## src/rtl/sst_pkg.sv

```systemverilog
// sst_pkg: shared types and defaults for the save-state sequencer.
//   sst_state_t      : sequencer FSM state encoding
//   SST_REG_CNT_DEF  : default number of SST register addresses walked
//   SST_IDX_ADDR_DEF : default read-only address holding the mapper index
// SST_CSUM_EN adds the two checksum states to the enum.
package sst_pkg;

    localparam int SST_REG_CNT_DEF  = 128;
    localparam int SST_IDX_ADDR_DEF = 127;

    typedef enum logic [3:0] {
        IDLE    = 4'd0,
        SV_ADDR = 4'd1,
        SV_OUT  = 4'd2,
        LD_IN   = 4'd3,
        LD_WR   = 4'd4,
        LD_GAP  = 4'd5,
        DONE    = 4'd6
`ifdef SST_CSUM_EN
        ,
        SV_CSUM = 4'd7,
        LD_CSUM = 4'd8
`endif
    } sst_state_t;

endpackage

```

## src/rtl/sst_seq_if.sv

```systemverilog
// sst_seq_if: groups the per-mapper SST port and the two host byte streams.
//   sst_act/sst_addr/sst_we_reg/sst_dato : sequencer -> mapper
//   sst_di                               : mapper -> sequencer (combinational read data)
//   out_valid/out_data, out_ready        : save stream (sequencer is source)
//   in_valid/in_data, in_ready           : load stream (sequencer is sink)
// master = sequencer side, slave = mapper/host side.
interface sst_seq_if;

    logic       sst_act;
    logic [7:0] sst_addr;
    logic       sst_we_reg;
    logic [7:0] sst_dato;
    logic [7:0] sst_di;

    logic       out_valid;
    logic       out_ready;
    logic [7:0] out_data;

    logic       in_valid;
    logic       in_ready;
    logic [7:0] in_data;

    modport master (
        output sst_act, sst_addr, sst_we_reg, sst_dato,
        output out_valid, out_data, in_ready,
        input  sst_di, out_ready, in_valid, in_data
    );

    modport slave (
        input  sst_act, sst_addr, sst_we_reg, sst_dato,
        input  out_valid, out_data, in_ready,
        output sst_di, out_ready, in_valid, in_data
    );

endinterface

```

## src/rtl/sst_csum.sv

```systemverilog
// sst_csum: 8-bit modular-sum accumulator for the save-state checksum.
//   clk, map_rst : clock, synchronous active-high reset
//   clr          : restart the sum at 8'h00 (priority over add)
//   add, din     : accumulate din this cycle
//   sum          : registered running sum
// Only instantiated when SST_CSUM_EN is defined.
module sst_csum (
    input  logic       clk,
    input  logic       map_rst,
    input  logic       clr,
    input  logic       add,
    input  logic [7:0] din,
    output logic [7:0] sum
);

    logic [7:0] sum_d, sum_q;

    always_comb begin
        sum_d = sum_q;
        if (clr) begin
            sum_d = 8'h00;
        end else if (add) begin
            sum_d = sum_q + din;
        end
    end

    always_ff @(posedge clk) begin
        if (map_rst) begin
            sum_q <= 8'h00;
        end else begin
            sum_q <= sum_d;
        end
    end

    assign sum = sum_q;

endmodule

```

## src/rtl/sst_seq.sv

```systemverilog
// sst_seq: save-state sequencer for the mapper register file.
// Save walks addresses 0..REG_CNT-1, reads each byte over the SST bus and
// streams it to the host; load takes a host byte stream and writes each byte
// back through sst_we_reg, checking (not writing) the mapper index address.
//   clk, map_rst             : clock, synchronous active-high reset
//   start_save, start_load   : one-cycle requests, honoured only in IDLE
//   busy, done, map_mismatch : status (map_mismatch sticky until next start)
//   csum_err                 : only with SST_CSUM_EN, sticky checksum error
//   sst                      : sst_seq_if.master (SST bus + both streams)
// Build macro: SST_CSUM_EN appends a mod-256 checksum byte to save/load.
module sst_seq
    import sst_pkg::*;
#(
    parameter int REG_CNT  = SST_REG_CNT_DEF,
    parameter int IDX_ADDR = SST_IDX_ADDR_DEF
) (
    input  logic       clk,
    input  logic       map_rst,
    input  logic       start_save,
    input  logic       start_load,
    output logic       busy,
    output logic       done,
    output logic       map_mismatch,
`ifdef SST_CSUM_EN
    output logic       csum_err,
`endif
    sst_seq_if.master  sst
);

    // Last address is found by compare so REG_CNT=256 never relies on wrap.
    localparam logic [7:0] LAST_ADDR = 8'(REG_CNT - 1);
    localparam logic [7:0] IDX_A     = 8'(IDX_ADDR);

    sst_state_t state_d, state_q;
    logic [7:0] addr_d, addr_q;
    logic [7:0] dato_d, dato_q;
    logic [7:0] out_data_d, out_data_q;
    logic       we_d, we_q;
    logic       busy_d, busy_q;
    logic       done_d, done_q;
    logic       mism_d, mism_q;
    logic       out_valid_d, out_valid_q;
    logic       in_ready_d, in_ready_q;
    logic       start_any;

    assign start_any = (state_q == IDLE) && (start_save || start_load);

`ifdef SST_CSUM_EN
    logic       csum_err_d, csum_err_q;
    logic       csum_add;
    logic [7:0] csum_din;
    logic [7:0] csum_sum;

    // Save bytes are summed as they are captured, load bytes on handshake,
    // so the sum is complete by the time the checksum byte is due.
    always_comb begin
        csum_add = 1'b0;
        csum_din = sst.sst_di;
        if (state_q == SV_ADDR) begin
            csum_add = 1'b1;
        end else if ((state_q == LD_IN) && sst.in_valid) begin
            csum_add = 1'b1;
            csum_din = sst.in_data;
        end
    end

    sst_csum u_csum (
        .clk     (clk),
        .map_rst (map_rst),
        .clr     (start_any),
        .add     (csum_add),
        .din     (csum_din),
        .sum     (csum_sum)
    );
`endif

    always_comb begin
        state_d     = state_q;
        addr_d      = addr_q;
        dato_d      = dato_q;
        out_data_d  = out_data_q;
        we_d        = 1'b0;
        busy_d      = busy_q;
        done_d      = 1'b0;
        mism_d      = mism_q;
        out_valid_d = out_valid_q;
        in_ready_d  = in_ready_q;
`ifdef SST_CSUM_EN
        csum_err_d  = csum_err_q;
`endif
        case (state_q)
            IDLE: begin
                if (start_any) begin
                    addr_d = 8'h00;
                    busy_d = 1'b1;
                    mism_d = 1'b0;
`ifdef SST_CSUM_EN
                    csum_err_d = 1'b0;
`endif
                    if (start_save) begin
                        state_d = SV_ADDR;
                    end else begin
                        state_d    = LD_IN;
                        in_ready_d = 1'b1;
                    end
                end
            end
            SV_ADDR: begin
                // Address has settled for a full cycle; capture read data.
                state_d     = SV_OUT;
                out_valid_d = 1'b1;
                out_data_d  = sst.sst_di;
            end
            SV_OUT: begin
                if (sst.out_ready) begin
                    out_valid_d = 1'b0;
                    if (addr_q == LAST_ADDR) begin
`ifdef SST_CSUM_EN
                        state_d     = SV_CSUM;
                        out_valid_d = 1'b1;
                        out_data_d  = csum_sum;
`else
                        state_d = DONE;
                        done_d  = 1'b1;
`endif
                    end else begin
                        addr_d  = addr_q + 8'd1;
                        state_d = SV_ADDR;
                    end
                end
            end
            LD_IN: begin
                if (sst.in_valid) begin
                    in_ready_d = 1'b0;
                    dato_d     = sst.in_data;
                    state_d    = LD_WR;
                    // The index address is read-only: verify instead of write.
                    we_d       = (addr_q != IDX_A);
                end
            end
            LD_WR: begin
                if ((addr_q == IDX_A) && (dato_q != sst.sst_di)) begin
                    mism_d = 1'b1;
                end
                state_d = LD_GAP;
            end
            LD_GAP: begin
                if (addr_q == LAST_ADDR) begin
`ifdef SST_CSUM_EN
                    state_d    = LD_CSUM;
                    in_ready_d = 1'b1;
`else
                    state_d = DONE;
                    done_d  = 1'b1;
`endif
                end else begin
                    addr_d     = addr_q + 8'd1;
                    state_d    = LD_IN;
                    in_ready_d = 1'b1;
                end
            end
`ifdef SST_CSUM_EN
            SV_CSUM: begin
                if (sst.out_ready) begin
                    out_valid_d = 1'b0;
                    state_d     = DONE;
                    done_d      = 1'b1;
                end
            end
            LD_CSUM: begin
                if (sst.in_valid) begin
                    in_ready_d = 1'b0;
                    if (sst.in_data != csum_sum) begin
                        csum_err_d = 1'b1;
                    end
                    state_d = DONE;
                    done_d  = 1'b1;
                end
            end
`endif
            DONE: begin
                state_d = IDLE;
                busy_d  = 1'b0;
                addr_d  = 8'h00;
                dato_d  = 8'h00;
            end
            default: begin
                state_d = IDLE;
            end
        endcase
    end

    always_ff @(posedge clk) begin
        if (map_rst) begin
            state_q     <= IDLE;
            addr_q      <= 8'h00;
            dato_q      <= 8'h00;
            out_data_q  <= 8'h00;
            we_q        <= 1'b0;
            busy_q      <= 1'b0;
            done_q      <= 1'b0;
            mism_q      <= 1'b0;
            out_valid_q <= 1'b0;
            in_ready_q  <= 1'b0;
`ifdef SST_CSUM_EN
            csum_err_q  <= 1'b0;
`endif
        end else begin
            state_q     <= state_d;
            addr_q      <= addr_d;
            dato_q      <= dato_d;
            out_data_q  <= out_data_d;
            we_q        <= we_d;
            busy_q      <= busy_d;
            done_q      <= done_d;
            mism_q      <= mism_d;
            out_valid_q <= out_valid_d;
            in_ready_q  <= in_ready_d;
`ifdef SST_CSUM_EN
            csum_err_q  <= csum_err_d;
`endif
        end
    end

    assign busy           = busy_q;
    assign done           = done_q;
    assign map_mismatch   = mism_q;
`ifdef SST_CSUM_EN
    assign csum_err       = csum_err_q;
`endif
    assign sst.sst_act    = busy_q;
    assign sst.sst_addr   = addr_q;
    assign sst.sst_we_reg = we_q;
    assign sst.sst_dato   = dato_q;
    assign sst.out_valid  = out_valid_q;
    assign sst.out_data   = out_data_q;
    assign sst.in_ready   = in_ready_q;

endmodule
```

## src/flat_wrapper.sv

```systemverilog
// flat-port wrapper written by rule: the top's interface ports become plain ports
module sst_seq_flat import sst_pkg::*;
#(
    parameter int REG_CNT  = SST_REG_CNT_DEF,
    parameter int IDX_ADDR = SST_IDX_ADDR_DEF
)
  (clk, map_rst, start_save, start_load, busy, done, map_mismatch, sst_sst_act, sst_sst_addr, sst_sst_we_reg, sst_sst_dato, sst_out_valid, sst_out_data, sst_in_ready, sst_sst_di, sst_out_ready, sst_in_valid, sst_in_data);
  sst_seq_if sst_i ();
  input  logic clk;
  input  logic map_rst;
  input  logic start_save;
  input  logic start_load;
  output logic busy;
  output logic done;
  output logic map_mismatch;
  output wire logic [$bits(sst_i.sst_act)-1:0] sst_sst_act;
  output wire logic [$bits(sst_i.sst_addr)-1:0] sst_sst_addr;
  output wire logic [$bits(sst_i.sst_we_reg)-1:0] sst_sst_we_reg;
  output wire logic [$bits(sst_i.sst_dato)-1:0] sst_sst_dato;
  output wire logic [$bits(sst_i.out_valid)-1:0] sst_out_valid;
  output wire logic [$bits(sst_i.out_data)-1:0] sst_out_data;
  output wire logic [$bits(sst_i.in_ready)-1:0] sst_in_ready;
  input wire logic [$bits(sst_i.sst_di)-1:0] sst_sst_di;
  input wire logic [$bits(sst_i.out_ready)-1:0] sst_out_ready;
  input wire logic [$bits(sst_i.in_valid)-1:0] sst_in_valid;
  input wire logic [$bits(sst_i.in_data)-1:0] sst_in_data;
  assign sst_sst_act = sst_i.sst_act;
  assign sst_sst_addr = sst_i.sst_addr;
  assign sst_sst_we_reg = sst_i.sst_we_reg;
  assign sst_sst_dato = sst_i.sst_dato;
  assign sst_out_valid = sst_i.out_valid;
  assign sst_out_data = sst_i.out_data;
  assign sst_in_ready = sst_i.in_ready;
  assign sst_i.sst_di = sst_sst_di;
  assign sst_i.out_ready = sst_out_ready;
  assign sst_i.in_valid = sst_in_valid;
  assign sst_i.in_data = sst_in_data;
  sst_seq #(.REG_CNT(REG_CNT), .IDX_ADDR(IDX_ADDR)) u_core (.clk(clk), .map_rst(map_rst), .start_save(start_save), .start_load(start_load), .busy(busy), .done(done), .map_mismatch(map_mismatch), .sst(sst_i));
endmodule
```

## config.mk

```make
export PLATFORM = sky130hd
export DESIGN_NAME = sst_seq_flat
export DESIGN_NICKNAME = d
export VERILOG_FILES = /design/src/rtl/sst_pkg.sv /design/src/rtl/sst_seq_if.sv /design/src/rtl/sst_csum.sv /design/src/rtl/sst_seq.sv /design/src/flat_wrapper.sv
export SDC_FILE = /design/constraint.sdc
export NUM_CORES = 1
export LEC_CHECK = 0
export BUFFER_PORTS_ARGS = -buffer_cell sky130_fd_sc_hd__buf_4
export CAP_MARGIN = 20
export CORE_AREA = 8 8 72 74
export DETAILED_ROUTE_END_ITERATION = 7
export DIE_AREA = 0 0 80 82
export GPL_TIMING_DRIVEN = 0
export PLACE_DENSITY = 0.66
export SYNTH_ARGS = -nofsm -noshare
export SYNTH_HDL_FRONTEND = slang
export SYNTH_SLANG_ARGS = --single-unit
```

## constraint.sdc

```tcl
create_clock -name clk -period 4.83 [get_ports clk]
set_clock_uncertainty 0.05 [all_clocks]
set_input_delay 1.2075 -clock clk [delete_from_list [all_inputs] [get_ports clk]]
set_output_delay 1.2075 -clock clk [all_outputs]
set_load 0.05 [all_outputs]
```

==> results of run 1 <==
==> power by group <==
group          internal [mW]  switching (mW)  total, mW
clock network         0.0998          0.0991      0.199
logic                 0.0730           0.140      0.213
registers              0.290          0.0130      0.303
total                  0.463           0.252      0.715
==> cell families (layout without fill, tap and decap cells) <==
kind of cell,after synthesis,count (layout),share of synthesized area [%]
AO/OA/AOI/OAI,55,55,20.9
flip-flops,33,33,42.2
adder cells (fa/ha/maj),1,1,0.799
buffers and inverters,14,74,4.15
AND/OR/NAND/NOR,84,84,25.7
XOR/XNOR,10,10,5.59
multiplexers,1,1,0.639
==> critical path, delay by kind of cell <==
family	cells	cell delay, ns
AO/OA/AOI/OAI	3	0.83
AND/OR/NAND/NOR	2	0.54
buffers and inverters	1	0.10
==> metrics by stage <==
step                hold WS, ns  instance area, µm²  power, mW  util (%)
global route              0.432                2100      0.758      50.8
finish                    0.406                2100      0.715      50.8
CTS                       0.411                2100      0.722      50.8
floorplan                 0.583                1570      0.455         -
global placement          0.397                2020      0.522      48.8
detailed placement        0.402                2020      0.523      48.8
==> worst min path at each step <==
stage | slack, ns | cells after the start | to | start
CTS | 0.41 | 2 | u_core.sst.out_data[6]$_SDFFE_PP0P_ | u_core.sst.out_data[6]$_SDFFE_PP0P_
finish | 0.41 | 2 | u_core.sst.out_data[6]$_SDFFE_PP0P_ | u_core.sst.out_data[6]$_SDFFE_PP0P_
detailed placement | 0.40 | 2 | u_core.sst.out_data[6]$_SDFFE_PP0P_ | u_core.sst.out_data[6]$_SDFFE_PP0P_
global route | 0.43 | 2 | u_core.sst.out_data[3]$_SDFFE_PP0P_ | u_core.sst.out_data[3]$_SDFFE_PP0P_
global placement | 0.40 | 2 | u_core.sst.out_data[2]$_SDFFE_PP0P_ | u_core.sst.out_data[2]$_SDFFE_PP0P_
floorplan | 0.58 | 3 | u_core.busy$_SDFFE_PP0P_ | u_core.state_q[1]$_SDFFE_PP0P_
==> cell usage in the layout, fill, tap and decap left out, drive strengths merged, types with 2 or more instances in the layout <==
cell type	n
xnor2	10
buf	55
o21ai	10
dfxtp	33
nand2	40
nand3	3
a211oi	5
a21oi	27
or4	3
o211ai	2
nor3	6
nor2	11
inv	4
nand4	4
nand3b	3
nor2b	4
and2	2
clkinv	2
clkbuf	13
==> routing by layer <==
| metal | up-vias | share of wire (%) | GRT usage, % |
|---|---|---|---|
| met5 | - | 0 | 0 |
| met4 | 0 | 1.0 | 4.73 |
| met3 | 5 | 6.0 | 5.03 |
| met2 | 52 | 49 | 20.5 |
| met1 | 733 | 44 | 16.1 |
| li1 | 818 | - | - |
==> layout make-up <==
| type | instances | area [µm²] | area share, % |
|---|---|---|---|
| tap | 52 | 65.1 | 3.09 |
| clock inverter | 2 | 10.0 | 0.476 |
| multi-input combinational | 151 | 841 | 40.0 |
| inverter | 4 | 15.0 | 0.713 |
| timing repair buffer | 52 | 390 | 18.5 |
| buffer | 10 | 50.0 | 2.38 |
| clock buffer | 6 | 72.6 | 3.45 |
| sequential | 33 | 661 | 31.4 |
==> cell usage after synthesis, types with 2 or more instances <==
| cell | instances | area, µm² |
|---|---|---|
| nand2_1 | 40 | 150 |
| dfxtp_1 | 33 | 661 |
| a21oi_1 | 27 | 135 |
| nor2_1 | 11 | 41.3 |
| xnor2_1 | 10 | 87.6 |
| o21ai_0 | 9 | 45.0 |
| clkbuf_1 | 7 | 26.3 |
| nor3_1 | 6 | 30.0 |
| a211oi_1 | 5 | 37.5 |
| nand4_1 | 4 | 25.0 |
| nor2b_1 | 4 | 25.0 |
| inv_1 | 3 | 11.3 |
| nand3_1 | 3 | 15.0 |
| nand3b_1 | 3 | 22.5 |
| or4_1 | 3 | 22.5 |
| and2_1 | 2 | 12.5 |
| o211ai_1 | 2 | 15.0 |
==> metrics.txt, run 1 <==
outcome finished, final reports clean; largest buffer count on any clock path 2; setup repair after global routing missed its margin no; number of instances in the synthesized netlist 198; total track usage 13.1%; remaining design rule violation count 0; endpoint of the worst setup timing path u_core.sst.sst_addr[7]$_SDFFE_PP0P_; starting density of the core 37.8%; number of hold-repair buffers added at the cts stage 0; root buffer selected by CTS clkbuf_8; final clock period utilization by the worst path 52.3%; Final Max Tran Viols 0; count of placed standard cells in the final layout, fillers left out 310; antenna-violating nets left 0; total of buffers placed on input and output ports 52; die outline area about 6600 µm²; worst setup margin 2.30 ns; Area growth, synth to finish 34.3%; leakage power total around 0.8 nW; final sum of negative setup slack 0 ns; achievable clock frequency between 300 and 400 MHz; delay contributed by the slowest stage of the critical path 0.48 ns; Slew @ Worst Pin roughly 0.70 ns; Max Fanout on Critical Path 8; area of the core 4140 µm²; fraction of registers with async set/reset 0%; critical register-to-register path startpoint u_core.state_q[2]$_SDFFE_PP0P_; grt total ovfl 0; VDD IR-drop max 0.244 mV; average via count per standard cell 5.19; Max-Slew Margin vs Limit 52.8%; total wirelength of the detailed-routed design 4300 µm; TritonCTS clock tree built; Data arrival, critical path 2.69 ns; global-route wire length before repair ~7000 µm; Yosys cell types 43; Worst-path clk slew approximately 0.07 ns; Final setup viols 0; Crit Reg-Reg Endpoint u_core.sst.sst_addr[7]$_SDFFE_PP0P_; critical path cell sequence buf_4 -> nor2b_1 -> a221o_1 -> a21o_1 -> or4_1 -> a21oi_1; detailed-route wire length per cell 13.9 µm; number of buffers inserted by post-CTS setup repair 0; final-stage net count between 200 and 300; number of cell rows 24; Clock Latency Late Sink ~0.28 ns; cells resized by post-CTS repair 0; number of buffers created by CTS 5; worst path required time 4.99 ns; number of diodes added for antenna fixing 0; 1st-iter DRT viols 74; cell with the largest stage delay on the worst path or4_1; hold violation total from the final report 0; total iterations of the first detailed-routing run 4; Min-Delay Path Class reg -> reg; mean post-synth cell area 7.91 µm²; share of layout cells above drive strength 1 24.8%; number of max-cap violations 0; Clock Sink Count 33; sort of element at the end of the critical path flop; sequential area share after synthesis a little over two fifths; flip-flop and latch count after synthesis 33; routability congestion estimate between 0.9 and 1; Die Ht approximately 80 µm; crit path time final around 2.5 ns; Warnings, synthesis 0; vias in the first global route 1458; worst r2r path cells 6; number of flops mapped to enable cells by yosys 0; Pwr per Cell Area 340 nW/µm²; DIE WIDTH around 80 µm; launch point of the critical path sst_out_ready; pre-CTS setup slack approximately 2.0 ns; routed vias 1608; # IOs 53; placed cell count 302; synthesized cell area 1570 µm²; sum of net half-perimeters after detailed placement 3310 µm; Filler Cell Count 428; number of nets produced by synthesis 221; crit start category input port; largest net degree at the start of global routing 11; Critical Setup Path Class in -> reg; H-tree level count 2; slack of the worst reg-to-reg path 2.84 ns; antenna violations before repair 0; main flop type after synthesis dfxtp_1
Power figures use the tool's default switching activity.
==> inputs of run 2 (changes only) <==
ABC_AREA = 1   (was unset)
CORE_AREA = 8 8 75 77   (was 8 8 72 74)
DIE_AREA = 0 0 83 85   (was 0 0 80 82)
PLACE_DENSITY = 0.67   (was 0.66)
clock period = 2.2 ns   (was 4.83 ns; I/O delays follow)
==> metrics.txt, run 2 <==
cell with the largest stage delay on the worst path dfxtp_1; DIE WIDTH 83 µm; largest net degree at the start of global routing 11; leading cell types by total area after synthesis dfxtp_1 39%, a21oi_1 8.5%, nand2_1 7.7%, inv_1 6.6%, nand3_1 5.9%; hold violation total from the final report 0; grt total ovfl 0; antenna violations before repair 0; Slew @ Worst Pin a little over 0.5 ns; Min-Delay Path Class reg -> reg; Met2 Routed Length between 2000 and 2500 µm; number of flops mapped to enable cells by yosys 0; worst path required time 1.60 ns; Filler Cell Count 463; number of hold-repair buffers added at the cts stage 0; critical register-to-register path startpoint u_core.sst.sst_addr[0]$_SDFFE_PP0P_; Final Max Tran Viols 0; mean post-synth cell area 7.26 µm²; most repeated cell in the gate-level netlist after synthesis nand2_1; hold path start u_core.sst.out_data[1]$_SDFFE_PP0P_; wire length on met1 2080 µm; crit path time final 1.64 ns; cells resized by post-CTS repair 0; total track usage 12.9%; WHS Endpoint u_core.sst.out_data[1]$_SDFFE_PP0P_; number of diodes added for antenna fixing 0; Data arrival, critical path 1.04 ns; top layer in use met4; setup repair after global routing missed its margin no; Final setup viols 0; Warnings, synthesis 0; starting density of the core 37.6%; slack of the worst reg-to-reg path ~0.58 ns; routability congestion estimate 0.794; achievable clock frequency just over 600 MHz; vias in the first global route 1606; critical path depth 1; most frequent standard cell in the layout excluding fill and tap cells buf_4; Max Fanout on Critical Path 8; sort of element at the end of the critical path output port; buffers and inverters on the worst path 1; area of the core between 4000 and 5000 µm²; Multi-input gate area 880 µm²; Die Ht 85 µm; number of buffers created by CTS 5; root buffer selected by CTS clkbuf_8; fraction of registers with async set/reset 0%; global-route wire length before repair ~7600 µm; total design power 2.62 mW; Clock Sink Count 33; H-tree level count 2; Clock Latency Late Sink 0.29 ns; hold-critical path depth 2; Max-Slew Margin vs Limit 66.4%; Yosys cell types 29; VDD IR-drop max around 0.44 mV; 1st-iter DRT viols approximately 110; total iterations of the first detailed-routing run 4; Area growth, synth to finish 31.2%; total wirelength of the detailed-routed design 4560 µm; Pwr per Cell Area approximately 1200 nW/µm²; leakage power total 0.952 nW; worst r2r path cells 9; fraction of post-synthesis cell area in the top cell type by area 38.7%; total of buffers placed on input and output ports around 50; TritonCTS clock tree built; flip-flop and latch count after synthesis 33; crit start category flop; antenna-violating nets left 0; share of layout cells above drive strength 1 28.9%; final sum of negative setup slack 0 ns; post-route cell area 2240 µm²; number of buffers inserted by post-CTS setup repair 0; sum of net half-perimeters after detailed placement 3580 µm; routed vias 1676; die outline area 7060 µm²; Routed met3 length 275 µm; average via count per standard cell 4.82; launch point of the critical path u_core.sst.sst_addr[3]$_SDFFE_PP0P_; number of max-cap violations 0; remaining design rule violation count 0; number of instances in the synthesized netlist 235; number of cell rows 25; Critical Setup Path Class reg -> out; detailed-route wire length per cell 13.1 µm; total area of sequential cells ~660 µm²; critical path cell sequence buf_4; final clock period utilization by the worst path 74.3%; synthesized cell area 1710 µm²; commonest cells after routing, fill and taps aside 53 x buf_4, 35 x nand2_1, 33 x dfxtp_1; delay contributed by the slowest stage of the critical path slightly below 0.5 ns; largest buffer count on any clock path 2; main flop type after synthesis dfxtp_1; Top Family by Delay on Critical Path flip-flops; Worst-path clk slew about 0.07 ns; number of nets produced by synthesis about 260; sequential area share after synthesis 38.7%; outcome finished, final reports clean; # IOs between 50 and 60; placed cell areas 2160 µm²; final-stage net count 316; cell type with the highest aggregate area in the netlist dfxtp_1; Crit Reg-Reg Endpoint u_core.sst.sst_addr[2]$_SDFFE_PP0P_; commonest cells in the synthesized netlist 35 x nand2_1, 33 x dfxtp_1, 30 x inv_1
==> run 2: worst max path at each step <==
stage,to,slack (ns)
CTS,sst_sst_addr[3],0.56
global placement,u_core.busy$_SDFFE_PP0P_,0.40
finish,sst_sst_addr[3],0.56
global route,u_core.sst.sst_addr[5]$_SDFFE_PP0P_,0.39
floorplan,u_core.sst.sst_addr[5]$_SDFFE_PP0P_,0.34
detailed placement,u_core.busy$_SDFFE_PP0P_,0.36
==> run 2: cells by family after synthesis <==
| family | count (synthesis) | synth area share [%] |
|---|---|---|
| and+or+nand+nor | 100 | 30.6 |
| AOI/OAI and AO/OA | 52 | 15.6 |
| buffers and inverters | 40 | 9.75 |
| DFF | 33 | 38.7 |
| xor gates and xnor gates | 9 | 4.62 |
| adders and majority gates | 1 | 0.733 |
==> run 2: stage by stage <==
step	hold WS, ns	util, %	setup WS [ns]	cells
after global placement	0.383	47.6	0.400	340
after global routing	0.419	49.4	0.395	348
after floorplan	0.504	-	0.338	235
after detailed placement	0.387	47.6	0.365	340
after CTS	0.398	49.4	0.564	348
final	0.397	49.4	0.564	348
==> run 2: power by group <==
| group | switching, mW | total (mW) | internal (mW) |
|---|---|---|---|
| combinational | 0.939 | 1.36 | 0.419 |
| clock | 0.224 | 0.443 | 0.219 |
| sequential | 0.0917 | 0.817 | 0.725 |
==> run 2: cell type report <==
cell class                      count  area share (%)
Clock inverter                      2           0.447
Inverter                           34            5.70
Clock buffer                        6            3.24
Multi-Input combinational cell    162            39.3
Timing Repair Buffer               51            17.1
Sequential cell                    33            29.5
Buffer                              6            1.73
Tap cell                           54            3.02
==> run 2: per-layer routing <==
metal,global-route usage [%],vias to the layer above
met5,0,-
li1,-,885
met3,3.54,7
met4,5.75,0
met2,21.2,46
met1,15.3,738
